**config.mk**
```make
export PLATFORM = sky130hd
export DESIGN_NAME = multicycle_control
export DESIGN_NICKNAME = d
export VERILOG_FILES = /design/src/rtl/multicycle_control_pkg.sv /design/src/rtl/multicycle_control_opcode_class.sv /design/src/rtl/multicycle_control.sv
export SDC_FILE = /design/constraint.sdc
export NUM_CORES = 1
export LEC_CHECK = 0
export ABC_AREA = 1
export BUFFER_PORTS_ARGS = -buffer_cell sky130_fd_sc_hd__clkbuf_2
export CORE_AREA = 4 4 86 88
export DETAILED_ROUTE_END_ITERATION = 10
export DIE_AREA = 0 0 90 92
export GPL_TIMING_DRIVEN = 1
export MAX_ROUTING_LAYER = met4
export PLACE_DENSITY = 0.62
export REMOVE_ABC_BUFFERS = 1
export SLEW_MARGIN = 40
export SYNTH_ARGS = -nofsm -noshare
export SYNTH_HDL_FRONTEND = slang
export SYNTH_HIERARCHICAL = 1
export SYNTH_SLANG_ARGS = --single-unit
```
**constraint.sdc**
```tcl
create_clock -name clk -period 2.1 [get_ports clk]
set_input_delay 0.42 -clock clk [delete_from_list [all_inputs] [get_ports clk]]
set_output_delay 0.42 -clock clk [all_outputs]
set_load 0.1 [all_outputs]
```
**src/rtl/multicycle_control_pkg.sv**
```systemverilog
// rtl/multicycle_control_pkg.sv - shared opcode, ALUop, state and opcode-class definitions
// Contents: LEGv8 opcode constants (full or prefix width as matched),
//           ALUop and ALU B-select encodings, 4-bit FSM state encoding,
//           decoded opcode-class codes.
package multicycle_control_pkg;

    // Full 11-bit opcodes
    localparam logic [10:0] OP_LDUR = 11'b11111000010;
    localparam logic [10:0] OP_STUR = 11'b11111000000;
    localparam logic [10:0] OP_ADD  = 11'b10001011000;
    localparam logic [10:0] OP_SUB  = 11'b11001011000;
    localparam logic [10:0] OP_AND  = 11'b10001010000;
    localparam logic [10:0] OP_ORR  = 11'b10101010000;
    localparam logic [10:0] OP_HALT = 11'h7FF;
    // Prefix opcodes, matched against opcode[10:1], [10:3], [10:5]
    localparam logic [9:0]  OP_ADDI = 10'b1001000100;
    localparam logic [7:0]  OP_CBZ  = 8'b10110100;
    localparam logic [7:0]  OP_CBNZ = 8'b10110101;
    localparam logic [5:0]  OP_B    = 6'b000101;

    localparam logic [1:0] ALUOP_ADD   = 2'b00;
    localparam logic [1:0] ALUOP_PASSB = 2'b01;
    localparam logic [1:0] ALUOP_RTYPE = 2'b10;

    localparam logic [1:0] BSEL_REG = 2'b00;
    localparam logic [1:0] BSEL_IMM = 2'b01;
    localparam logic [1:0] BSEL_BR  = 2'b10;

    typedef enum logic [3:0] {
        S_FETCH  = 4'h0,
        S_DECODE = 4'h1,
        S_EXEC_R = 4'h2,
        S_EXEC_I = 4'h3,
        S_ADDR   = 4'h4,
        S_MEM_RD = 4'h5,
        S_MEM_WR = 4'h6,
        S_WB_ALU = 4'h7,
        S_WB_MEM = 4'h8,
        S_BRANCH = 4'h9,
        S_JUMP   = 4'hA,
        S_HALT   = 4'hB,
        S_FAULT  = 4'hC
    } state_t;

    typedef enum logic [2:0] {
        CLS_R    = 3'd0,
        CLS_I    = 3'd1,
        CLS_LD   = 3'd2,
        CLS_ST   = 3'd3,
        CLS_CBZ  = 3'd4,
        CLS_CBNZ = 3'd5,
        CLS_B    = 3'd6,
        CLS_HALT = 3'd7
    } op_class_t;

endpackage

```
**src/rtl/multicycle_control_opcode_class.sv**
```systemverilog
// rtl/multicycle_control_opcode_class.sv - combinational opcode[10:0] to instruction class
// Ports: opcode   in  11  instruction bits [31:21]
//        op_class out 3   decoded class code
//        valid    out 1   opcode matched a known instruction
module opcode_class
    import multicycle_control_pkg::*;
(
    input  logic [10:0] opcode,
    output op_class_t   op_class,
    output logic        valid
);

    // Priority order matters: HALT (all ones) would otherwise fall into
    // no class, and the full-width matches must win over prefix matches.
    always_comb begin
        op_class = CLS_R;
        valid    = 1'b1;
        if (opcode == OP_HALT) begin
            op_class = CLS_HALT;
        end else if (opcode == OP_LDUR) begin
            op_class = CLS_LD;
        end else if (opcode == OP_STUR) begin
            op_class = CLS_ST;
        end else if (opcode == OP_ADD || opcode == OP_SUB ||
                     opcode == OP_AND || opcode == OP_ORR) begin
            op_class = CLS_R;
        end else if (opcode[10:1] == OP_ADDI) begin
            op_class = CLS_I;
        end else if (opcode[10:3] == OP_CBZ) begin
            op_class = CLS_CBZ;
        end else if (opcode[10:3] == OP_CBNZ) begin
            op_class = CLS_CBNZ;
        end else if (opcode[10:5] == OP_B) begin
            op_class = CLS_B;
        end else begin
            valid = 1'b0;
        end
    end

endmodule

```
**src/rtl/multicycle_control.sv**
```systemverilog
// rtl/multicycle_control.sv - main control FSM for the multi-cycle LEGv8 datapath
// Ports: clk, rst_n (async active-low); opcode[10:0], zero, mem_ready in;
//        pc_write, pc_src, ir_write, mem_read, mem_write, reg_write, reg2loc,
//        alu_src_b[1:0], mem_to_reg, alu_op[1:0] datapath controls out;
//        halted, fault (sticky), illegal (pulse), state[3:0], retired[CNT_W-1:0] status out.
module multicycle_control
    import multicycle_control_pkg::*;
#(
    parameter int MAX_WAIT = 15,
    parameter int CNT_W    = 16
) (
    input  logic             clk,
    input  logic             rst_n,
    input  logic [10:0]      opcode,
    input  logic             zero,
    input  logic             mem_ready,
    output logic             pc_write,
    output logic             pc_src,
    output logic             ir_write,
    output logic             mem_read,
    output logic             mem_write,
    output logic             reg_write,
    output logic             reg2loc,
    output logic [1:0]       alu_src_b,
    output logic             mem_to_reg,
    output logic [1:0]       alu_op,
    output logic             halted,
    output logic             fault,
    output logic             illegal,
    output logic [3:0]       state,
    output logic [CNT_W-1:0] retired
);

    localparam int WAIT_W = $clog2(MAX_WAIT + 1);

    state_t            cur_state;
    state_t            next_state;
    op_class_t         dec_class;
    op_class_t         cls_q;
    logic              dec_valid;
    logic [WAIT_W-1:0] wait_cnt;
    logic              mem_state;
    logic              at_limit;
    logic              retire;

    opcode_class u_opcode_class (
        .opcode   (opcode),
        .op_class (dec_class),
        .valid    (dec_valid)
    );

    assign state     = cur_state;
    assign mem_state = (cur_state == S_FETCH) || (cur_state == S_MEM_RD) ||
                       (cur_state == S_MEM_WR);
    assign at_limit  = (wait_cnt == WAIT_W'(MAX_WAIT));
    assign halted    = (cur_state == S_HALT) || (cur_state == S_FAULT);
    assign fault     = (cur_state == S_FAULT);

    // On the timeout cycle the memory request is withdrawn unless mem_ready
    // arrives in that same cycle, in which case the access completes normally.
    always_comb begin
        next_state = cur_state;
        pc_write   = 1'b0;
        pc_src     = 1'b0;
        ir_write   = 1'b0;
        mem_read   = 1'b0;
        mem_write  = 1'b0;
        reg_write  = 1'b0;
        reg2loc    = 1'b0;
        alu_src_b  = BSEL_REG;
        mem_to_reg = 1'b0;
        alu_op     = ALUOP_ADD;
        illegal    = 1'b0;
        retire     = 1'b0;
        case (cur_state)
            S_FETCH: begin
                mem_read = !at_limit || mem_ready;
                // Reset parks the FSM in FETCH; keep PC/IR loads off while held.
                ir_write = mem_ready && rst_n;
                pc_write = mem_ready && rst_n;
                if (mem_ready)     next_state = S_DECODE;
                else if (at_limit) next_state = S_FAULT;
            end
            S_DECODE: begin
                if (!dec_valid) begin
                    illegal    = 1'b1;
                    next_state = S_FETCH;
                end else begin
                    case (dec_class)
                        CLS_R:    next_state = S_EXEC_R;
                        CLS_I:    next_state = S_EXEC_I;
                        CLS_LD,
                        CLS_ST:   next_state = S_ADDR;
                        CLS_CBZ,
                        CLS_CBNZ: next_state = S_BRANCH;
                        CLS_B:    next_state = S_JUMP;
                        default:  next_state = S_HALT;
                    endcase
                end
            end
            S_EXEC_R: begin
                alu_op     = ALUOP_RTYPE;
                next_state = S_WB_ALU;
            end
            S_EXEC_I: begin
                alu_op     = ALUOP_RTYPE;
                alu_src_b  = BSEL_IMM;
                next_state = S_WB_ALU;
            end
            S_ADDR: begin
                alu_src_b  = BSEL_IMM;
                next_state = (cls_q == CLS_LD) ? S_MEM_RD : S_MEM_WR;
            end
            S_MEM_RD: begin
                mem_read = !at_limit || mem_ready;
                if (mem_ready)     next_state = S_WB_MEM;
                else if (at_limit) next_state = S_FAULT;
            end
            S_MEM_WR: begin
                mem_write = !at_limit || mem_ready;
                reg2loc   = 1'b1;
                if (mem_ready) begin
                    retire     = 1'b1;
                    next_state = S_FETCH;
                end else if (at_limit) begin
                    next_state = S_FAULT;
                end
            end
            S_WB_ALU: begin
                reg_write  = 1'b1;
                retire     = 1'b1;
                next_state = S_FETCH;
            end
            S_WB_MEM: begin
                reg_write  = 1'b1;
                mem_to_reg = 1'b1;
                retire     = 1'b1;
                next_state = S_FETCH;
            end
            S_BRANCH: begin
                alu_op     = ALUOP_PASSB;
                reg2loc    = 1'b1;
                pc_src     = 1'b1;
                pc_write   = (cls_q == CLS_CBZ) ? zero : !zero;
                retire     = 1'b1;
                next_state = S_FETCH;
            end
            S_JUMP: begin
                pc_src     = 1'b1;
                pc_write   = 1'b1;
                retire     = 1'b1;
                next_state = S_FETCH;
            end
            default: next_state = cur_state;
        endcase
    end

    always_ff @(posedge clk or negedge rst_n) begin
        if (!rst_n) begin
            cur_state <= S_FETCH;
            cls_q     <= CLS_R;
            wait_cnt  <= '0;
            retired   <= '0;
        end else begin
            cur_state <= next_state;
            if (cur_state == S_DECODE) cls_q <= dec_class;
            // Any state change restarts the count, which covers entry into
            // each of the three memory-wait states.
            if (next_state != cur_state)
                wait_cnt <= '0;
            else if (mem_state && !mem_ready && !at_limit)
                wait_cnt <= wait_cnt + 1'b1;
            if (retire) retired <= retired + 1'b1;
        end
    end

endmodule

```
; ---- Word-level counts from Yosys, hierarchy flattened
; Cells that the tools add are included.
[word_totals]
output_inout_bits = 35
reg_bits = 27
in_bits = 15
wordCells = 105
[op_classes]
n_eq_ne = 33
n_addsub = 2
reduce_logical = 25
n_mux = 41
[op_table]
columns = cell, count
row1 = $eq 11x11->1 const B, 7
row2 = $mux 4, 7
row3 = $pmux 4 s7, 1
row4 = $eq 4x4->1 const B, 6
row5 = $mux 3, 8
row6 = $mux 1, 20
row7 = $pmux 4 s5, 1
row8 = $add 16x1->16 const B, 1
row9 = $eq 4x3->1 const B, 4
row10 = $eq 8x8->1 const B, 2
row11 = $reduce_or 2->1, 8
row12 = $eq 3x3->1 const B, 4
row13 = $eq 10x10->1 const B, 1
row14 = $eq 3x2->1 const B, 3
row15 = $eq 4x2->1 const B, 2
row16 = $logic_or 1x1->1, 7
row17 = $eq 6x3->1 const B, 1
row18 = $add 4x1->4 const B, 1
row19 = $eq 4x1->1 const B, 1
row20 = $logic_not 4->1, 1
row21 = $ne 4x4->1, 1
row22 = $pmux 2 s2, 1
row23 = $reduce_or 4->1, 1
row24 = $eq 3x1->1 const B, 1
row25 = 7 further kinds, 11

; ---- Longest topological paths before layout
[logic_depth]
word_depth = 16
mapped_depth = 13
depth_no_buf = 13

; ---- Hierarchy
; Netlist, hierarchy kept.
[modules_own_cells]
columns = module, n_inst, area_per_inst_um2, cells_per_inst, seq_area_each_um2
row1 = multicycle_control, 1, 1896.8, 273, 675.6
row2 = opcode_class, 1, 251.5, 55, 0.0

; ---- Worst setup path after synthesis
; Ideal clock, no wire load.
[synth_timing]
kind = flip-flop to output port
start = register cur_state[2], in the netlist state[2]
end = output halted
t_arrival_ns = 3.455
stages_incl_launch_ff = 3
path_slack_ns = -1.775
path_cell_list = dfrtp_1 > nand2_1 > o21ai_0
[synth_via]
elab_chain_len = 2
word_cells_on_any_way = 3
[synth_rtl]
columns = element, line
row1 = "start, declared", multicycle_control.sv:36  ; state_t cur_state;
row2 = "start signal, assigned", multicycle_control.sv:165  ; cur_state <= next_state;
row3 = $eq 4x4->1, multicycle_control.sv:56  ; assign halted = (cur_state == S_HALT) || (cur_state == S_FAULT);
row4 = $logic_or 1x1->1 *, multicycle_control.sv:56
row5 = "end, declared", multicycle_control.sv:27  ; output logic halted,
; Mark *: on every way between the ends. The rest lies on a longest branch, timed or not.

; ---- Worst setup path after layout
[layout_timing]
start = register cur_state[3], in the netlist state[3]
end = output alu_op[1]
[layout_via]
elab_chain_len = 3
word_cells_on_any_way = 5
[layout_rtl]
columns = element, line
row1 = $eq 4x2->1, multicycle_control.sv:75  ; case (cur_state)
row2 = $reduce_or 2->1 (no line), n/a
row3 = $pmux 2 s2 *, multicycle_control.sv:75
row4 = "end, declared", multicycle_control.sv:26  ; output logic [1:0] alu_op,
; Marks and branches as above.

==> out/metrics.cfg <==
[outcome]
outcome = finished clean

[logic_synthesis]
ys_ff_latch = 27
ys.warnings.count = 6
syn_inst = 328
synth.distinct_cells = 29
syn-cell-area_sq_um = 2150
ys_seq_area_frac = 0.315
avgSynthCellArea_sq_um = 6.55

[setup_path]
path_max_fanout = 6
slowest_delay_ps = 490
r2r_slack_ps = 490
crit_chain = nor2_2 -> inv_1 -> nor2_1 -> buf_12
path_depth = 4
required_ps = 1680
arrival_ps = 1610
cpMaxStageDelayCell = dfrtp_2
rr_worst_depth = 8
worstSetupPathType = register to primary output
r2r-start = state[1]
crit_start = state[3]
end_kind = primary output
crit_path_end = alu_op[1]
regToRegEndpoint = retired[7]
startpoint_type = register
cp_top_family = simple AND/OR/NAND/NOR gates
path_buf_inv = 2

[cts]
clock-sinks = 27
cts_max_path_buffers = 2
htree_levels = 1
clock_tree.root_cell = clkbuf_8
numCtsBuffers = 3
clk_pin_slew_worst_paths_ps = 100
clkLatencyLatePin_ps = 280
cts_tree = yes

[layout]
drive_above_1_share = 0.279
multi_input_area_sq_um = 1280
area_growth_pct = 28.1
antenna_cells = 0
instances_no_fill = 460
fillCellCount = 697
seqCellArea_sq_um = 681
fin_nets = 398

[job]
cap_violations = 0

[floorplan]
die_x_um = 90
dieArea_sq_um = 8280
initial_utilization = 0.323
rows = 30
fp.dieH_um = 92
num_io_pins = 50
core_sq_um = 6640

[global_route]
grt_pass1_vias = 1995
grt_util_all_layers = 0.135
grt_pass1_wl_um = 9070
grt-ovfl-total = 0
grt_max_degree = 28
antenna_found_initial = 0

[placed_design]
gp_congestion = 0.853
dp_hpwl_um = 4330
dp.cells = 455
portBuffers = 48

[timing]
fmax_ghz = 0.492
relSlewSlack = 0.638
hold_viol = 0
min_period_over_period = 0.969
maxSlewViolCount = 0
fin_crit_ps = 2030
rsz0062_at_grt = no
clock_skew_ps = 4.53
setup_viol = 0
whs_ps = 165
worstMarginPinSlew_ps = 546

[route]
firstDrtPassIters = 6
vias_per_cell = 4.78
wirelength_um = 5380
num_vias = 2200
drt-wirelength-per-cell_um = 11.7
drc = 0
ant_nets = 0
drt_iter0_markers = 90

[worst_hold_path]
hold_path_class = input pin to asynchronous set/reset pin

[power_and_ir_drop]
switching_share = 0.253
power_frac_comb = 0.078
ir_drop_v = 0.000209
clockPowerShare = 0.347
p_leak_uw = 0.00139
powerDensity_nw_per_um2 = 328
p_total_uw = 902
p_seq_frac = 0.576
power.internal_uw = 674
p_switching_uw = 228

[flip-flops by register name, summed over array words and instances (netlist names)]
name / cells
retired: 16
state: 4
wait_cnt: 4
cls_q: 3
[timing repair]
| item | in CTS | in global routing |
|---|---|---|
| endpoints found under the setup margin | 2 | 6 |
| buffers inserted | 0 | 1 |
| gates resized for setup | 2 | 11 |
| pin swaps | 0 | 2 |
| hold buffers | 0 | 0 |
[layout by cell type (no fill, tap or decap), types with 2 or more instances in the layout]
cell type | synthesis | routed
dfrtp_2 | 0 | 4
buf_4 | 1 | 5
o21ai_2 | 9 | 10
nor2_1 | 39 | 37
nand3_1 | 31 | 30
o21ai_0 | 11 | 9
nor2_4 | 2 | 3
ha_1 | 2 | 2
nor2_2 | 8 | 9
buf_12 | 1 | 13
nand3_2 | 1 | 2
nand2_2 | 8 | 8
inv_1 | 38 | 38
a21oi_1 | 4 | 3
xor2_1 | 9 | 9
dfrtp_1 | 27 | 23
nand2_1 | 103 | 103
clkbuf_2 | 0 | 34
clkbuf_8 | 0 | 3
nor3_1 | 4 | 4
nand4_1 | 11 | 11
inv_2 | 9 | 8
[power groups by stage]
stage | sequential (uW) | clock (uW) | combinational (uW)
floorplan | 530 | 0 | 30.4
global placement | 530 | 0 | 70.6
detailed placement | 530 | 0 | 71.0
CTS | 520 | 321 | 71.2
global route | 520 | 345 | 80.3
finish | 519 | 313 | 70.1
[metrics by stage]
stage | setup WS (ps) | utilization | instance area, sq um | TNS [ps]
after detailed placement | 218 | 0.401 | 2670 | 0
final | 65.5 | 0.414 | 2750 | 0
after global routing | 1.81 | 0.414 | 2750 | 0
after floorplan | -1770 | - | 2110 | -16700
after global placement | 235 | 0.401 | 2670 | 0
after CTS | 5.75 | 0.409 | 2720 | 0
[cell usage after synthesis]
| library cell | number | share of area |
|---|---|---|
| o21ai_0 | 11 | 0.026 |
| inv_2 | 9 | 0.016 |
| nand4_1 | 11 | 0.032 |
| inv_1 | 38 | 0.066 |
| a21oi_1 | 4 | 0.0093 |
| nor2_8 | 1 | 0.0093 |
| dfrtp_1 | 27 | 0.31 |
| nand2_4 | 1 | 0.0052 |
| ha_1 | 2 | 0.012 |
| nand3_1 | 31 | 0.072 |
| conb_1 | 1 | 0.0017 |
| nor3_2 | 1 | 0.0047 |
| nor2_1 | 39 | 0.068 |
| xor2_1 | 9 | 0.037 |
| o21a_1 | 1 | 0.0035 |
| nor2_2 | 8 | 0.023 |
| or2_1 | 1 | 0.0029 |
| nand2_8 | 1 | 0.0093 |
| o21ai_2 | 9 | 0.037 |
| nand2_2 | 8 | 0.023 |
| nor2_4 | 2 | 0.010 |
| nand2_1 | 103 | 0.18 |
| o211ai_1 | 1 | 0.0035 |
| buf_6 | 1 | 0.0052 |
| buf_12 | 1 | 0.0093 |
| nand3_2 | 1 | 0.0047 |
| nor3_1 | 4 | 0.0093 |
| buf_4 | 1 | 0.0035 |
| clkbuf_1 | 1 | 0.0017 |
[routing by layer]
layer,global-route usage,vias to the layer above,part of all wire
li1,-,1136,-
met1,0.169,1003,0.45
met2,0.231,59,0.50
met3,0.0263,2,0.053
met4,0.0230,0,0.0035
met5,-,-,0
[final cells by class]
cell class	instances	area share
repair buffers	52	0.170
clock inverters	1	0.00273
well taps	80	0.0364
multi-input cells	250	0.464
clock buffers	3	0.0150
inverters	47	0.0650
flip-flops and latches	27	0.247
[worst min path at each step]
stage                  start  cells after the start  slack, ps           to
finish                 rst_n                      2        170  retired[14]
global route           rst_n                      2        190  retired[13]
CTS                    rst_n                      2        180  retired[13]
detailed placement  cls_q[1]                      2        480     cls_q[1]
global placement    cls_q[0]                      2        470     cls_q[0]
floorplan              rst_n                      0        120     cls_q[0]
[kinds of logic after synthesis]
group / synth area share
XOR/XNOR: 0.0367
AND/OR/NAND/NOR: 0.455
flip-flops: 0.315
other: 0.00175
buffers and inverters: 0.102
adder cells (fa/ha/maj): 0.0116
AO/OA/AOI/OAI: 0.0786
(Power assumes the default switching activity.)
